--- src/rtl/display_pkg.sv ---
// Shared types and helpers for the multiplexed 7-segment scan controller.
package display_pkg;

  typedef enum logic [1:0] {
    IDLE  = 2'd0,
    BLANK = 2'd1,
    SHOW  = 2'd2
  } scan_state_t;

  // Clock cycles per digit slot.
  function automatic int tick_div(input int clk_hz, input int scan_hz);
    return clk_hz / scan_hz;
  endfunction

endpackage

--- src/rtl/scan_prescaler.sv ---
// Slot phase counter: ph walks 0..TICK_DIV-1 and flags the blank and slot ends.
module scan_prescaler #(
  parameter int TICK_DIV  = 10,
  parameter int BLANK_CYC = 2
) (
  input  logic clk,
  input  logic rst,
  input  logic clear,
  input  logic enable,
  output logic slot_end,
  output logic blank_end
);

  localparam int PH_W = (TICK_DIV > 1) ? $clog2(TICK_DIV) : 1;

  logic [PH_W-1:0] ph;

  always_ff @(posedge clk or posedge rst) begin
    if (rst) begin
      ph <= '0;
    end else if (clear) begin
      ph <= '0;
    end else if (enable) begin
      ph <= slot_end ? '0 : ph + PH_W'(1);
    end
  end

  assign slot_end  = enable && (ph == PH_W'(TICK_DIV - 1));
  assign blank_end = enable && (ph == PH_W'(BLANK_CYC - 1));

endmodule

--- src/rtl/display_scan_ctrl.sv ---
// Multiplexed 7-segment scan controller: per-digit slots with a leading blank,
// and display words committed only at frame boundaries.
module display_scan_ctrl
  import display_pkg::*;
#(
  parameter int CLK_HZ    = 100_000_000,
  parameter int SCAN_HZ   = 1_000,
  parameter int N_DIG     = 4,
  parameter int DIG_W     = 4,
  parameter int BLANK_CYC = 16
) (
  input  logic                       clk,
  input  logic                       rst,
  input  logic                       en,
  input  logic                       load_valid,
  input  logic [N_DIG*DIG_W-1:0]     load_data,
  output logic                       load_ready,
  output logic [N_DIG-1:0]           an_n,
  output logic [$clog2(N_DIG)-1:0]   dig_sel,
  output logic [DIG_W-1:0]           dig_val,
  output logic                       frame_done
);

  localparam int TICK_DIV = tick_div(CLK_HZ, SCAN_HZ);
  localparam int SEL_W    = $clog2(N_DIG);
  localparam int WORD_W   = N_DIG * DIG_W;

  scan_state_t       state;
  logic [WORD_W-1:0] active;
  logic [WORD_W-1:0] pending;
  logic              pend;
  logic              slot_end;
  logic              blank_end;
  logic              wrap;
  logic              commit;
  logic              accept;
  logic [WORD_W-1:0] next_active;
  logic [SEL_W-1:0]  sel_inc;

  function automatic logic [DIG_W-1:0] digit_of(input logic [WORD_W-1:0] w,
                                                 input logic [SEL_W-1:0]  s);
    return w[s*DIG_W +: DIG_W];
  endfunction

  function automatic logic [N_DIG-1:0] anode_dec(input logic [SEL_W-1:0] s);
    logic [N_DIG-1:0] r;
    for (int i = 0; i < N_DIG; i++) begin
      r[i] = (s != SEL_W'(i));
    end
    return r;
  endfunction

  scan_prescaler #(
    .TICK_DIV  (TICK_DIV),
    .BLANK_CYC (BLANK_CYC)
  ) u_prescaler (
    .clk       (clk),
    .rst       (rst),
    .clear     (!en || state == IDLE),
    .enable    (state != IDLE),
    .slot_end  (slot_end),
    .blank_end (blank_end)
  );

  // A frame ends when the last digit's SHOW slot expires while still enabled.
  assign wrap        = en && (state == SHOW) && slot_end && (dig_sel == SEL_W'(N_DIG - 1));
  assign commit      = pend && (wrap || state == IDLE);
  assign accept      = load_valid && load_ready;
  assign next_active = commit ? pending : active;
  assign sel_inc     = wrap ? '0 : dig_sel + SEL_W'(1);

  // Word buffering: accept and commit are exclusive because load_ready == !pend.
  always_ff @(posedge clk or posedge rst) begin
    if (rst) begin
      active     <= '0;
      pending    <= '0;
      pend       <= 1'b0;
      load_ready <= 1'b1;
    end else if (commit) begin
      active     <= pending;
      pend       <= 1'b0;
      load_ready <= 1'b1;
    end else if (accept) begin
      pending    <= load_data;
      pend       <= 1'b1;
      load_ready <= 1'b0;
    end
  end

  // Scan FSM; an_n is decoded from the state being entered so it stays registered.
  always_ff @(posedge clk or posedge rst) begin
    if (rst) begin
      state      <= IDLE;
      an_n       <= '1;
      dig_sel    <= '0;
      dig_val    <= '0;
      frame_done <= 1'b0;
    end else begin
      frame_done <= 1'b0;
      if (!en) begin
        state <= IDLE;
        an_n  <= '1;
      end else begin
        case (state)
          IDLE: begin
            state   <= BLANK;
            an_n    <= '1;
            dig_sel <= '0;
            dig_val <= next_active[DIG_W-1:0];
          end
          BLANK: begin
            if (blank_end) begin
              state <= SHOW;
              an_n  <= anode_dec(dig_sel);
            end
          end
          SHOW: begin
            if (slot_end) begin
              state      <= BLANK;
              an_n       <= '1;
              dig_sel    <= sel_inc;
              dig_val    <= digit_of(next_active, sel_inc);
              frame_done <= wrap;
            end
          end
          default: begin
            state <= IDLE;
            an_n  <= '1;
          end
        endcase
      end
    end
  end

endmodule
--- config.mk ---
export PLATFORM = sky130hd
export DESIGN_NAME = display_scan_ctrl
export DESIGN_NICKNAME = d
export VERILOG_FILES = /design/src/rtl/display_pkg.sv /design/src/rtl/scan_prescaler.sv /design/src/rtl/display_scan_ctrl.sv
export SDC_FILE = /design/constraint.sdc
export NUM_CORES = 1
export LEC_CHECK = 0
export CAP_MARGIN = 20
export CORE_UTILIZATION = 60
export CTS_BUF_LIST = sky130_fd_sc_hd__clkbuf_4 sky130_fd_sc_hd__clkbuf_8
export CTS_CLUSTER_DIAMETER = 50
export CTS_CLUSTER_SIZE = 14
export DETAILED_ROUTE_END_ITERATION = 6
export PLACE_DENSITY_LB_ADDON = 0.3
export SYNTH_ARGS = -nofsm -noshare
export SYNTH_HDL_FRONTEND = slang
export SYNTH_SLANG_ARGS = --single-unit
--- constraint.sdc ---
create_clock -name clk -period 5 [get_ports clk]
set_input_delay 0.75 -clock clk [delete_from_list [all_inputs] [get_ports clk]]
set_output_delay 0.75 -clock clk [all_outputs]
set_load 0.01 [all_outputs]
======== Yosys cells after proc, flatten, opt, wreduce, memory -nomap -nowiden ========
Index checks and enable logic that the tools add are counted.
word-level totals
  flip-flop bits (word level) ............. 64
  bits of input ports ..................... 20
  bits in read-only memories .............. 0
  RAM bits ................................ 0
  memories kept ........................... 0
  logic and storage cells ................. 68
  bits in latches ......................... 0
cells by class
  $lt $le $gt $ge ......................... 0
  divide/modulo/power cells ............... 0
  bitwise gates (word level) .............. 1
  reduce and logical (&&, ||, !) cells .... 19
  equal/unequal tests ..................... 11
  shift operators ......................... 1
  $add $sub $neg .......................... 2
  multiplexer cells ....................... 24
  multiply operators ...................... 0
operators by type and width
  cell                                                  number
  two-way mux 17 bit                                    3
  adder 17 x 1 -> 17 bit, second input constant         1
  equality test 17 bit, second input constant           1
  equality test 17 x 4 -> 1 bit, second input constant  1
  two-way mux 16 bit                                    1
  two-way mux 4 bit                                     4
  case mux 4 bit (2 select lines)                       2
  indexed part select 16 x 5 -> 4 bit                   1
  two-way mux 2 bit                                     5
  nonzero test 2 bit                                    5
  logical AND 1 bit                                     7
  two-way mux 1 bit                                     7
  != test 2 bit, second input constant                  3
  != test 3 bit, second input constant                  2
  case mux 2 bit (3 select lines)                       1
  equality test 2 bit, second input constant            2
  case mux 2 bit (2 select lines)                       1
  AND reduction 2 bit                                   2
  AND reduction 3 bit                                   1
  adder 2 x 1 -> 2 bit, second input constant           1
  equality test 2 x 1 -> 1 bit, second input constant   1
  zero test 2 bit                                       1
  logical OR 1 bit                                      2
  != test 2 x 1 -> 1 bit, second input constant         1
  other kinds (2)                                       2

======== Depth between registers and ports, before layout ========
Gate-level depths: netlist (run 1).
  depth in word-level cells ............... 10
  depth in mapped cells ................... 9
  gate-level depth less buffers ........... 7

======== Modules after synthesis ========
A second synthesis (run 1) with hierarchy kept.
second synthesis, totals
  cell total of the unflattened synthesis .. 286
  area, all modules ....................... 3149.3 um^2
by module, submodules not included
  module             area each (um^2)  times used  sequential area each (um^2)  cells an instance
  display_scan_ctrl  2147.1            1           1182.4                       176
  scan_prescaler     1002.2            1           425.4                        110

======== Worst setup path before layout (run 1) ========
Ideal clock, no wire load.
  kind .................................... register -> register
  from .................................... register u_prescaler.ph[11]
  to ...................................... register pending[0]
  period minus slack after synthesis ...... 2378 ps
  data required time ...................... 4875 ps
  buffers on the path ..................... 2
  data arrival time ....................... 2253 ps
  cell stages (with the launch flop) ...... 8
  path slack .............................. 2622 ps
  cell sequence ........................... dfrtp_1 or4_4 nor4_4 a21oi_2 and3_1 buf_6 buf_6 mux2_4
on the way
  cells in the longest elaborated chain, start to end .. 8
ends and longest elaborated chain
  item                             line                     text
  from (decl)                      scan_prescaler.sv:16     logic [PH_W-1:0] ph;
  from (signal assigned)           scan_prescaler.sv:24     ph <= slot_end ? '0 : ph + PH_W'(1);
  equality test 17 bit             scan_prescaler.sv:28     assign slot_end = enable && (ph == PH_W'(TICK_DIV - 1));
  logical AND 1 bit                scan_prescaler.sv:28
  logical AND 1 bit (2 in series)  display_scan_ctrl.sv:66  assign wrap = en && (state == SHOW) && slot_end && (dig_sel == SEL_W'(N_DIG - 1));
  logical OR 1 bit                 display_scan_ctrl.sv:67  assign commit = pend && (wrap || state == IDLE);
  logical AND 1 bit                display_scan_ctrl.sv:67
  NOT 1 bit (no line)              -
  AND reduction 2 bit (no line)    -
  to (signal assigned)             display_scan_ctrl.sv:84  pending <= load_data;
  to (decl)                        display_scan_ctrl.sv:30  logic [WORD_W-1:0] pending;
No other way between the ends.
A chain may end at the register's enable or synchronous reset.

======== Worst setup path after layout (run 1) ========
  from .................................... input port en
  to ...................................... register pending[0]
on the way
  cells in the longest elaborated chain, start to end .. 7
ends and longest elaborated chain
  item                             line                     text
  from (decl)                      display_scan_ctrl.sv:14  input logic en,
  logical AND 1 bit (3 in series)  display_scan_ctrl.sv:66
  logical OR 1 bit                 display_scan_ctrl.sv:67
  logical AND 1 bit                display_scan_ctrl.sv:67
  NOT 1 bit (no line)              -
  AND reduction 2 bit (no line)    -
No other way between the ends.

==> flow_metrics.env, run 1 <==
export IMPL_outcome="finished clean"
export IMPL_grt_overflow=0
export IMPL_cellPowerDensity_nw_per_um2=486
export IMPL_arrival_ps=3460
export IMPL_dr_pass1_iters=4
export IMPL_diodes=0
export IMPL_drtAntennaViolNets=0
export IMPL_worstMarginPinSlew_ps=964
export IMPL_yosys_area_top_type_share_pct=47.0
export IMPL_relSlewSlack_pct=35.7
export IMPL_clk_pin_slew_ps=70
export IMPL_coreArea_um2=4880
export IMPL_dp_cells=386
export IMPL_critPathSlowestCell="nor4_4"
export IMPL_syn_cell_area_um2=3140
export IMPL_leakage_nw=1.61
export IMPL_drc_errors=0
export IMPL_grt_max_degree=65
export IMPL_die_area_um2=5530
export IMPL_die_h_um=74.3
export IMPL_wirelength_mm=6.24
export IMPL_crit_type="in2reg"
export IMPL_vdd_drop_max_v=0.000318
export IMPL_postSynthCellCount=298
export IMPL_worst_setup_path_start_kind="input port"
export IMPL_synth_common_cells="dfrtp_1 (59), nand2_1 (41), nor2_1 (26)"
export IMPL_postCtsSetupRepairBufs=0
export IMPL_netlist_top_cells_area="dfrtp_1 (47%), nand2_1 (4.9%), mux2_4 (4.8%)"
export IMPL_syn_avg_cell_area_um2=10.5
export IMPL_clockBufferDepth=2
export IMPL_final_nets=355
export IMPL_start_util_pct=64.3
export IMPL_viasPerCell=5.85
export IMPL_yosys_warnings=0
export IMPL_wire_per_inst_um=15.5
export IMPL_p_total_w=0.00180
export IMPL_hold_viol=0
export IMPL_antenna_found_initial=0
export IMPL_first_global_vias=2218
export IMPL_seq_area_frac_synth_pct=51.2
export IMPL_period_share_pct=64.6
export IMPL_hold_path_class="reg2reg"
export IMPL_grt_pass1_wl_mm=10.2
export IMPL_clock_root_buffer="clkbuf_8"
export IMPL_stdcell_count=402
export IMPL_synth_top_flop_cell="dfrtp_1"
export IMPL_rsz0062_at_grt="no"
export IMPL_cts_hold_buf=0
export IMPL_finClkSkew_ps=9.05
export IMPL_clock_latency_ps=350
export IMPL_vias=2352
export IMPL_slew_viol_final=0
export IMPL_cts_sinks=64
export IMPL_synth_nets=323
export IMPL_row_count=25
export IMPL_fin_setup_tns_ps=0
export IMPL_hpwl_mm=4.22
export IMPL_nFillCells=341
export IMPL_cts_buffers=9
export IMPL_boundaryPins=32
export IMPL_grtUsageTotal_pct=25.0
export IMPL_critical_path_max_stage_delay_ps=660
export IMPL_cts_tree="yes"
export IMPL_synth_edff_count=0
export IMPL_portBuffers=31
export IMPL_required_ps=5230
export IMPL_place_congestion=0.841
export IMPL_cap_violations=0
export IMPL_synthToLayoutAreaGrowth_pct=17.7
export IMPL_layout_min_cycle_time_ps=3230
export IMPL_crit_chain="clkdlybuf4s50_1 > nand2b_1 > nor4_4 > a21oi_2 > and3_1 > mux2_4"
export IMPL_end_kind="flop"
export IMPL_drive_gt1_share_pct=14.3
export IMPL_cp_max_fo=16
export IMPL_max_freq_ghz=0.310
export IMPL_ys_ff_latch=64
export IMPL_die_w_um=74.3
export IMPL_synthArstFlopShare_pct=100
export IMPL_h_tree_depth=3
export IMPL_drt_iter0_markers=226
export IMPL_cts_repair_resized=0
export IMPL_post_synth_top_count_cell="dfrtp_1"
export IMPL_synth_area_leader_cell="dfrtp_1"
export IMPL_setup_viol=0
export IMPL_synth_distinct_cells=52
critical path: cells and delay by family:
kind            cells  cell delay (ps)
simple gates        3             1440
buf+inv             1              580
mux                 1              430
compound gates      1              250
report_power, final:
| group | total, W | internal, W | switching, W |
|---|---|---|---|
| clock | 0.000435 | 0.000229 | 0.000205 |
| sequential | 0.000807 | 0.000689 | 0.000117 |
| combinational | 0.000556 | 0.000278 | 0.000278 |
| total | 0.00180 | 0.00120 | 0.000601 |
sequential cells by signal, indices dropped and copies added (netlist names):
name            cells
active             16
u_prescaler.ph     17
pending            16
pend                1
state               2
load_ready          1
an_n                4
dig_sel             2
frame_done          1
dig_val             4
metal layers:
metal	vias up	part of all wire (%)	global-route usage, %
met3	12	4.4	5.15
met4	0	2.1	12.8
met5	-	0	0
li1	1128	-	-
met1	1146	47	34.4
met2	66	46	37.7
cell usage in the layout (no fill, tap or decap), types with 3 or more instances in the layout:
master / instances
a41oi_1: 4
o21ai_0: 6
nand3_1: 8
a2111oi_0: 7
nand2_1: 41
dfstp_2: 5
mux2_4: 10
mux2i_1: 3
a21o_1: 9
clkbuf_8: 9
o31ai_1: 5
inv_1: 13
a21oi_1: 7
dfrtp_1: 59
clkdlybuf4s50_1: 31
ha_1: 5
buf_4: 4
or3_1: 3
xor2_1: 6
a211oi_1: 10
mux2_2: 6
nor3_1: 4
xnor2_1: 8
nor2_1: 26
or4_1: 3
final cells by class:
type / count / area (um2) / area share [%]
repair buffers: 35 / 340 / 9.21
clock buffers: 9 / 124 / 3.35
flip-flops and latches: 64 / 1610 / 43.5
inverters: 14 / 52.6 / 1.42
well taps: 67 / 83.8 / 2.27
clock inverters: 7 / 72.6 / 1.96
multi-input cells: 206 / 1410 / 38.3
cells by family after synthesis:
family / Yosys count / share of synthesized area, %
xor gates and xnor gates: 14 / 3.91
AOI/OAI and AO/OA: 63 / 14.8
adders and majority gates: 5 / 1.99
and+or+nand+nor: 105 / 16.3
muxes: 19 / 7.89
DFF: 64 / 51.2
buffers and inverters: 28 / 3.91
per-stage QoR:
| stage | cell area, um2 | hold slack (ps) | worst slack [ps] | utilization (%) |
|---|---|---|---|---|
| 2_1_floorplan | 3140 | 435 | 2620 | - |
| 6_report | 3690 | 479 | 1770 | 75.7 |
| 3_3_place_gp | 3500 | 450 | 1530 | 71.7 |
| 3_5_place_dp | 3500 | 460 | 1450 | 71.7 |
| 5_1_grt | 3690 | 506 | 1620 | 75.7 |
| 4_1_cts | 3690 | 479 | 1800 | 75.7 |
final timing paths:
check | cells after the start | slack, ps | start | end
max in group asynchronous | 3 | 3550 | rst | state[0]
min reg2reg | 2 | 480 | active[5] | active[5]
max reg2reg | 5 | 1910 | u_prescaler.ph[11] | pending[0]
min | 2 | 480 | active[5] | active[5]
max | 6 | 1770 | en | pending[0]
min in group asynchronous | 3 | 950 | rst | pending[15]
No activity file was read; power rests on OpenSTA's default activity.
==> inputs of run 2 (changes only) <==
--- a/config.mk
+++ b/config.mk
@@ -6,7 +6,7 @@
 export NUM_CORES = 1
 export LEC_CHECK = 0
 export CAP_MARGIN = 20
-export CORE_UTILIZATION = 60
+export CORE_UTILIZATION = 59
 export CTS_BUF_LIST = sky130_fd_sc_hd__clkbuf_4 sky130_fd_sc_hd__clkbuf_8
 export CTS_CLUSTER_DIAMETER = 50
 export CTS_CLUSTER_SIZE = 14
==> constraint.sdc (replaced) <==
create_clock -name clk -period 3.17 [get_ports clk]
set_input_delay 0.4755 -clock clk [delete_from_list [all_inputs] [get_ports clk]]
set_output_delay 0.4755 -clock clk [all_outputs]
set_load 0.01 [all_outputs]
==> run 2 against run 1 <==
  * Flip-flop and latch count is the same
  * Global-route usage shrank 0.63 points
  * Clock skew is essentially flat
  * First-iteration DRC count grew 13%
  * Via count grew 1.4%
  * Worst hold slack lost 7.0 ps
  * Clock power grew 82%
  * Die area grew 1.6%
  * Critical path depth is the same
  * Combinational power grew 62%
  * Critical endpoint is now dig_val[2]
  * Largest power group unchanged
  * Highest routed layer unchanged
==> flow_metrics.env, run 2 (synthesis results as in run 1) <==
export IMPL_outcome="finished clean"
export IMPL_regMostFlops="u_prescaler.ph"
export IMPL_grtUsageTotal_pct=24.4
export IMPL_wirelength_mm=6.11
export IMPL_cts_repair_resized=0
export IMPL_vias=2384
export IMPL_place_congestion=0.863
export IMPL_finClkSkew_ps=9.10
export IMPL_nFillCells=376
export IMPL_mostFrequentLayoutCells="dfrtp_1 (59), nand2_1 (41), clkdlybuf4s50_1 (31), nor2_1 (26), inv_1 (13)"
export IMPL_timing_rr_start="u_prescaler.ph[11]"
export IMPL_dr_pass1_iters=5
export IMPL_clk_pin_slew_ps=70
export IMPL_end_kind="flop"
export IMPL_vdd_drop_max_v=0.000476
export IMPL_portBuffers=31
export IMPL_die_w_um=74.9
export IMPL_stdcell_count=409
export IMPL_row_count=26
export IMPL_antenna_found_initial=0
export IMPL_layout_commonest_cell="dfrtp_1"
export IMPL_largest_register_ffs=17
export IMPL_boundaryPins=32
export IMPL_h_tree_depth=3
export IMPL_cap_violations=0
export IMPL_fin_util_pct=73.6
export IMPL_fin_setup_tns_ps=0
export IMPL_die_h_um=74.9
export IMPL_min_from="active[5]"
export IMPL_grt_pass1_wl_mm=10.0
export IMPL_required_ps=3420
export IMPL_clock_latency_ps=350
export IMPL_crit_type="reg2reg"
export IMPL_arrival_ps=2800
export IMPL_cp_max_fo=15
export IMPL_drive_gt1_share_pct=15.3
export IMPL_grt_overflow=0
export IMPL_final_nets=359
export IMPL_dp_cells=393
export IMPL_die_area_um2=5620
export IMPL_hpwl_mm=4.24
export IMPL_first_global_vias=2172
export IMPL_grt_max_degree=31
export IMPL_period_share_pct=80.6
export IMPL_wire_per_inst_um=14.9
export IMPL_setup_viol=0
export IMPL_drc_errors=0
export IMPL_drtAntennaViolNets=0
export IMPL_hold_path_class="reg2reg"
export IMPL_worst_setup_path_start_kind="flop"
export IMPL_rsz0062_at_grt="no"
export IMPL_synthToLayoutAreaGrowth_pct=19.7
export IMPL_drt_iter0_markers=256
export IMPL_worstMarginPinSlew_ps=918
export IMPL_viasPerCell=5.83
export IMPL_holdWs_ps=472
export IMPL_start_util_pct=61.5
export IMPL_relSlewSlack_pct=38.8
export IMPL_hold_viol=0
export IMPL_diodes=0
export IMPL_reg_top3="u_prescaler.ph (17), active (16), pending (16)"
export IMPL_clockBufferDepth=2
export IMPL_cts_hold_buf=0
export IMPL_cellPowerDensity_nw_per_um2=785
export IMPL_clock_root_buffer="clkbuf_8"
export IMPL_critPathLaunch="u_prescaler.ph[11]"
export IMPL_layout_min_cycle_time_ps=2550
export IMPL_cts_buffers=9
export IMPL_coreArea_um2=5110
export IMPL_slew_viol_final=0
export IMPL_cts_tree="yes"
export IMPL_cts_sinks=64
export IMPL_leakage_nw=1.64
export IMPL_postCtsSetupRepairBufs=0
export IMPL_max_freq_ghz=0.391
-- run 2: changes by cell type in the layout (fill, tap and decap cells not counted) --
cell,delta
clkinv_2,-2
buf_4,+4
inv_6,+3
clkinvlp_4,-1
clkinv_4,-1
bufinv_16,+1
-- run 2: worst max-delay path, stage by stage (launching register included) --
cell and delay (ps):
dfrtp_1 420, or4_4 600, nor4_4 330, buf_4 230
a21o_1 410, a2111oi_0 200, o31ai_1 270
-- run 2: routing by layer --
| layer | vias to the layer above | global-route usage, % | routed length (um) |
|---|---|---|---|
| li1 | 1138 | - | - |
| met1 | 1160 | 32.5 | 2930 |
| met2 | 69 | 36.9 | 2740 |
| met3 | 17 | 5.49 | 274 |
| met4 | 0 | 13.8 | 157 |
| met5 | - | 0 | 0 |
-- run 2: layout make-up --
class                      count  area [um2]  area share [%]
tap                           70        87.6            2.33
clock inverter                 7         103            2.73
inverter                      14        52.6            1.40
multi-input combinational    206        1410            37.6
clock buffer                   9         124            3.30
sequential                    64        1610            42.8
timing repair buffer          39         370            9.85
-- run 2: report_power, final --
group	internal [W]	leakage (nW)	switching, W
Clock	0.000452	0.111	0.000339
Combinational	0.000455	0.721	0.000444
Sequential	0.00109	0.809	0.000177
-- run 2: stage by stage --
step                      setup WS, ps  power (W)  cell area (um2)
final                              615    0.00295             3760
after global routing               494    0.00312             3760
after CTS                          650    0.00296             3760
after detailed placement           323    0.00216             3530
after global placement             345    0.00213             3530
after floorplan                    792    0.00189             3140
-- run 2: path summary, 6_finish.rpt --
| check | cells after the start | endpoint | slack [ps] |
|---|---|---|---|
| max | 6 | dig_val[2] | 620 |
| min | 2 | active[5] | 470 |
| max reg2reg | 6 | dig_val[2] | 620 |
| min reg2reg | 2 | active[5] | 470 |
| max in group asynchronous | 3 | pending[4] | 1970 |
| min in group asynchronous | 2 | u_prescaler.ph[4] | 520 |
==> inputs of run 3 (changes only) <==
--- a/config.mk
+++ b/config.mk
@@ -6,7 +6,7 @@
 export NUM_CORES = 1
 export LEC_CHECK = 0
 export CAP_MARGIN = 20
-export CORE_UTILIZATION = 59
+export CORE_UTILIZATION = 53
 export CTS_BUF_LIST = sky130_fd_sc_hd__clkbuf_4 sky130_fd_sc_hd__clkbuf_8
 export CTS_CLUSTER_DIAMETER = 50
 export CTS_CLUSTER_SIZE = 14
==> constraint.sdc (replaced) <==
create_clock -name clk -period 2.1 [get_ports clk]
set_input_delay 0.315 -clock clk [delete_from_list [all_inputs] [get_ports clk]]
set_output_delay 0.315 -clock clk [all_outputs]
set_load 0.01 [all_outputs]
==> run 3 against run 2 <==
  * The flow now finishes with violations (negative setup slack)
  * Largest power group unchanged
  * Total power rose by 58%
  * Sequential power rose by 52%
  * Critical path type unchanged
  * Global-route usage rose by 1.0 points
  * Largest cell class unchanged
  * Critical endpoint is now dig_val[1]
==> flow_metrics.env, run 3 (synthesis results as in run 1) <==
export IMPL_outcome="finished, violations left"
export IMPL_violations="negative setup slack"
export IMPL_portBuffers=31
export IMPL_first_global_vias=2615
export IMPL_regMostFlops="u_prescaler.ph"
export IMPL_cp_max_fo=7
export IMPL_clk_pin_slew_ps=70
export IMPL_drive_gt1_share_pct=29.7
export IMPL_rsz0062_at_grt="yes"
export IMPL_layout_min_cycle_time_ps=2190
export IMPL_drtAntennaViolNets=0
export IMPL_die_w_um=79.0
export IMPL_drc_errors=0
export IMPL_slew_viol_final=0
export IMPL_wire_per_inst_um=16.9
export IMPL_clockBufferDepth=2
export IMPL_grt_pass1_wl_mm=12.1
export IMPL_reg2regPathDepth=6
export IMPL_place_congestion=0.846
export IMPL_grt_overflow=0
export IMPL_vias=2660
export IMPL_fin_util_pct=75.5
export IMPL_row_count=27
export IMPL_coreArea_um2=5610
export IMPL_clock_power_share_pct=20.5
export IMPL_end_kind="flop"
export IMPL_cts_sinks=64
export IMPL_fin_ws_ps=-86.9
export IMPL_internal_power_w=0.00305
export IMPL_clock_latency_ps=340
export IMPL_layout_commonest_cell="dfrtp_1"
export IMPL_grtUsageTotal_pct=25.4
export IMPL_worst_setup_path_start_kind="flop"
export IMPL_hpwl_mm=4.82
export IMPL_mostFrequentLayoutCells="dfrtp_1 (59), buf_4 (45), nand2_1 (41), clkdlybuf4s50_1 (31), nor2_1 (26)"
export IMPL_wirelength_mm=7.64
export IMPL_cts_tree="yes"
export IMPL_timing_rr_start="u_prescaler.ph[14]"
export IMPL_nFillCells=379
export IMPL_hold_viol=0
export IMPL_largest_register_ffs=17
export IMPL_dr_pass1_iters=5
export IMPL_worstMarginPinSlew_ps=529
export IMPL_leakage_nw=1.86
export IMPL_clock_root_buffer="clkbuf_8"
export IMPL_required_ps=2340
export IMPL_die_h_um=79.0
export IMPL_cap_violations=0
export IMPL_max_freq_ghz=0.457
export IMPL_cts_hold_buf=0
export IMPL_reg_top3="u_prescaler.ph (17), active (16), pending (16)"
export IMPL_p_total_w=0.00467
export IMPL_cts_buffers=9
export IMPL_swShare_pct=34.8
export IMPL_boundaryPins=32
export IMPL_relSlewSlack_pct=64.5
export IMPL_synthToLayoutAreaGrowth_pct=34.8
export IMPL_drt_iter0_markers=222
export IMPL_cellPowerDensity_nw_per_um2=1100
export IMPL_setup_viol=22
export IMPL_hold_path_class="in2async"
export IMPL_start_util_pct=56.0
export IMPL_r2r_end="dig_val[1]"
export IMPL_holdWs_ps=292
export IMPL_final_nets=401
export IMPL_r2r_slack_ps=-90
export IMPL_seq_power_share_pct=41.1
export IMPL_finClkSkew_ps=10.6
export IMPL_viasPerCell=5.88
export IMPL_switchingPower_w=0.00163
export IMPL_arrival_ps=2420
export IMPL_vdd_drop_max_v=0.000647
export IMPL_die_area_um2=6230
export IMPL_pwr_share_comb_pct=38.4
export IMPL_design_area_um2=4230
export IMPL_grt_max_degree=37
export IMPL_h_tree_depth=3
export IMPL_crit_type="reg2reg"
export IMPL_place_area_um2=3910
export IMPL_antenna_found_initial=0
export IMPL_period_share_pct=104
export IMPL_diodes=0
[run 3: cell types whose count changed in the layout (fill, tap and decap cells not counted), sizes merged]
cell / before / now
and3: 2 / 3
buf: 8 / 49
clkbuf: 9 / 12
bufinv: 2 / 0
clkinv: 1 / 2
inv: 17 / 14
[run 3: stage by stage]
step | TNS, ps | setup WS (ps) | cells
floorplan | -1360 | -111 | 298
global placement | -835 | -59.9 | 434
detailed placement | -1200 | -85.8 | 434
CTS | -22.5 | -7.41 | 451
global route | -2280 | -148 | 452
finish | -1170 | -86.9 | 452
[run 3: how the worst max path moves through the flow]
stage / from / endpoint / slack, ps
detailed placement: u_prescaler.ph[14] / dig_val[0] / -90
CTS: u_prescaler.ph[14] / pending[15] / -7
global route: u_prescaler.ph[14] / dig_val[1] / -150
finish: u_prescaler.ph[14] / dig_val[1] / -90
floorplan: u_prescaler.ph[14] / pending[0] / -110
global placement: en / pending[6] / -60
[run 3: metal layers]
| layer | GRT usage, % | vias up | share of wire [%] |
|---|---|---|---|
| li1 | - | 1223 | - |
| met1 | 34.7 | 1304 | 43 |
| met2 | 38.4 | 103 | 49 |
| met3 | 6.67 | 30 | 5.3 |
| met4 | 10.4 | 0 | 3.0 |
| met5 | 0 | - | 0 |
[run 3: layout make-up]
cell class                 instances  area [um2]  area share, %
clock buffer                      12         159           3.75
tap                               72        90.1           2.13
sequential                        64        1610           38.0
multi-input combinational        207        1590           37.5
timing repair buffer              80         719           17.0
clock inverter                     3        17.5          0.414
inverter                          14        52.6           1.24
[run 3: power by group through the flow]
| stage | Sequential, W | Clock, W | Combinational, W |
|---|---|---|---|
| 2_1_floorplan | 0.00185 | 0 | 0.00105 |
| 4_1_cts | 0.00190 | 0.000970 | 0.00168 |
| 3_5_place_dp | 0.00191 | 0 | 0.00161 |
| 5_1_grt | 0.00196 | 0.00103 | 0.00195 |
| 3_3_place_gp | 0.00189 | 0 | 0.00156 |
| 6_report | 0.00192 | 0.000958 | 0.00179 |
[run 3: repair_timing]
action                                  in CTS  in global routing
setup buffers                                1                  1
gates resized for setup                      8                 16
endpoints found under the setup margin      25                 26
gates cloned                                 1                  0
pin swaps                                    0                  4
[run 3: worst max-delay path: stages, from the launching register on]
cell and delay [ps]:
dfrtp_1 390, or4_4 590, nor4_4 270, a21o_2 310, buf_12 170, a2111oi_4 70
o31ai_1 280
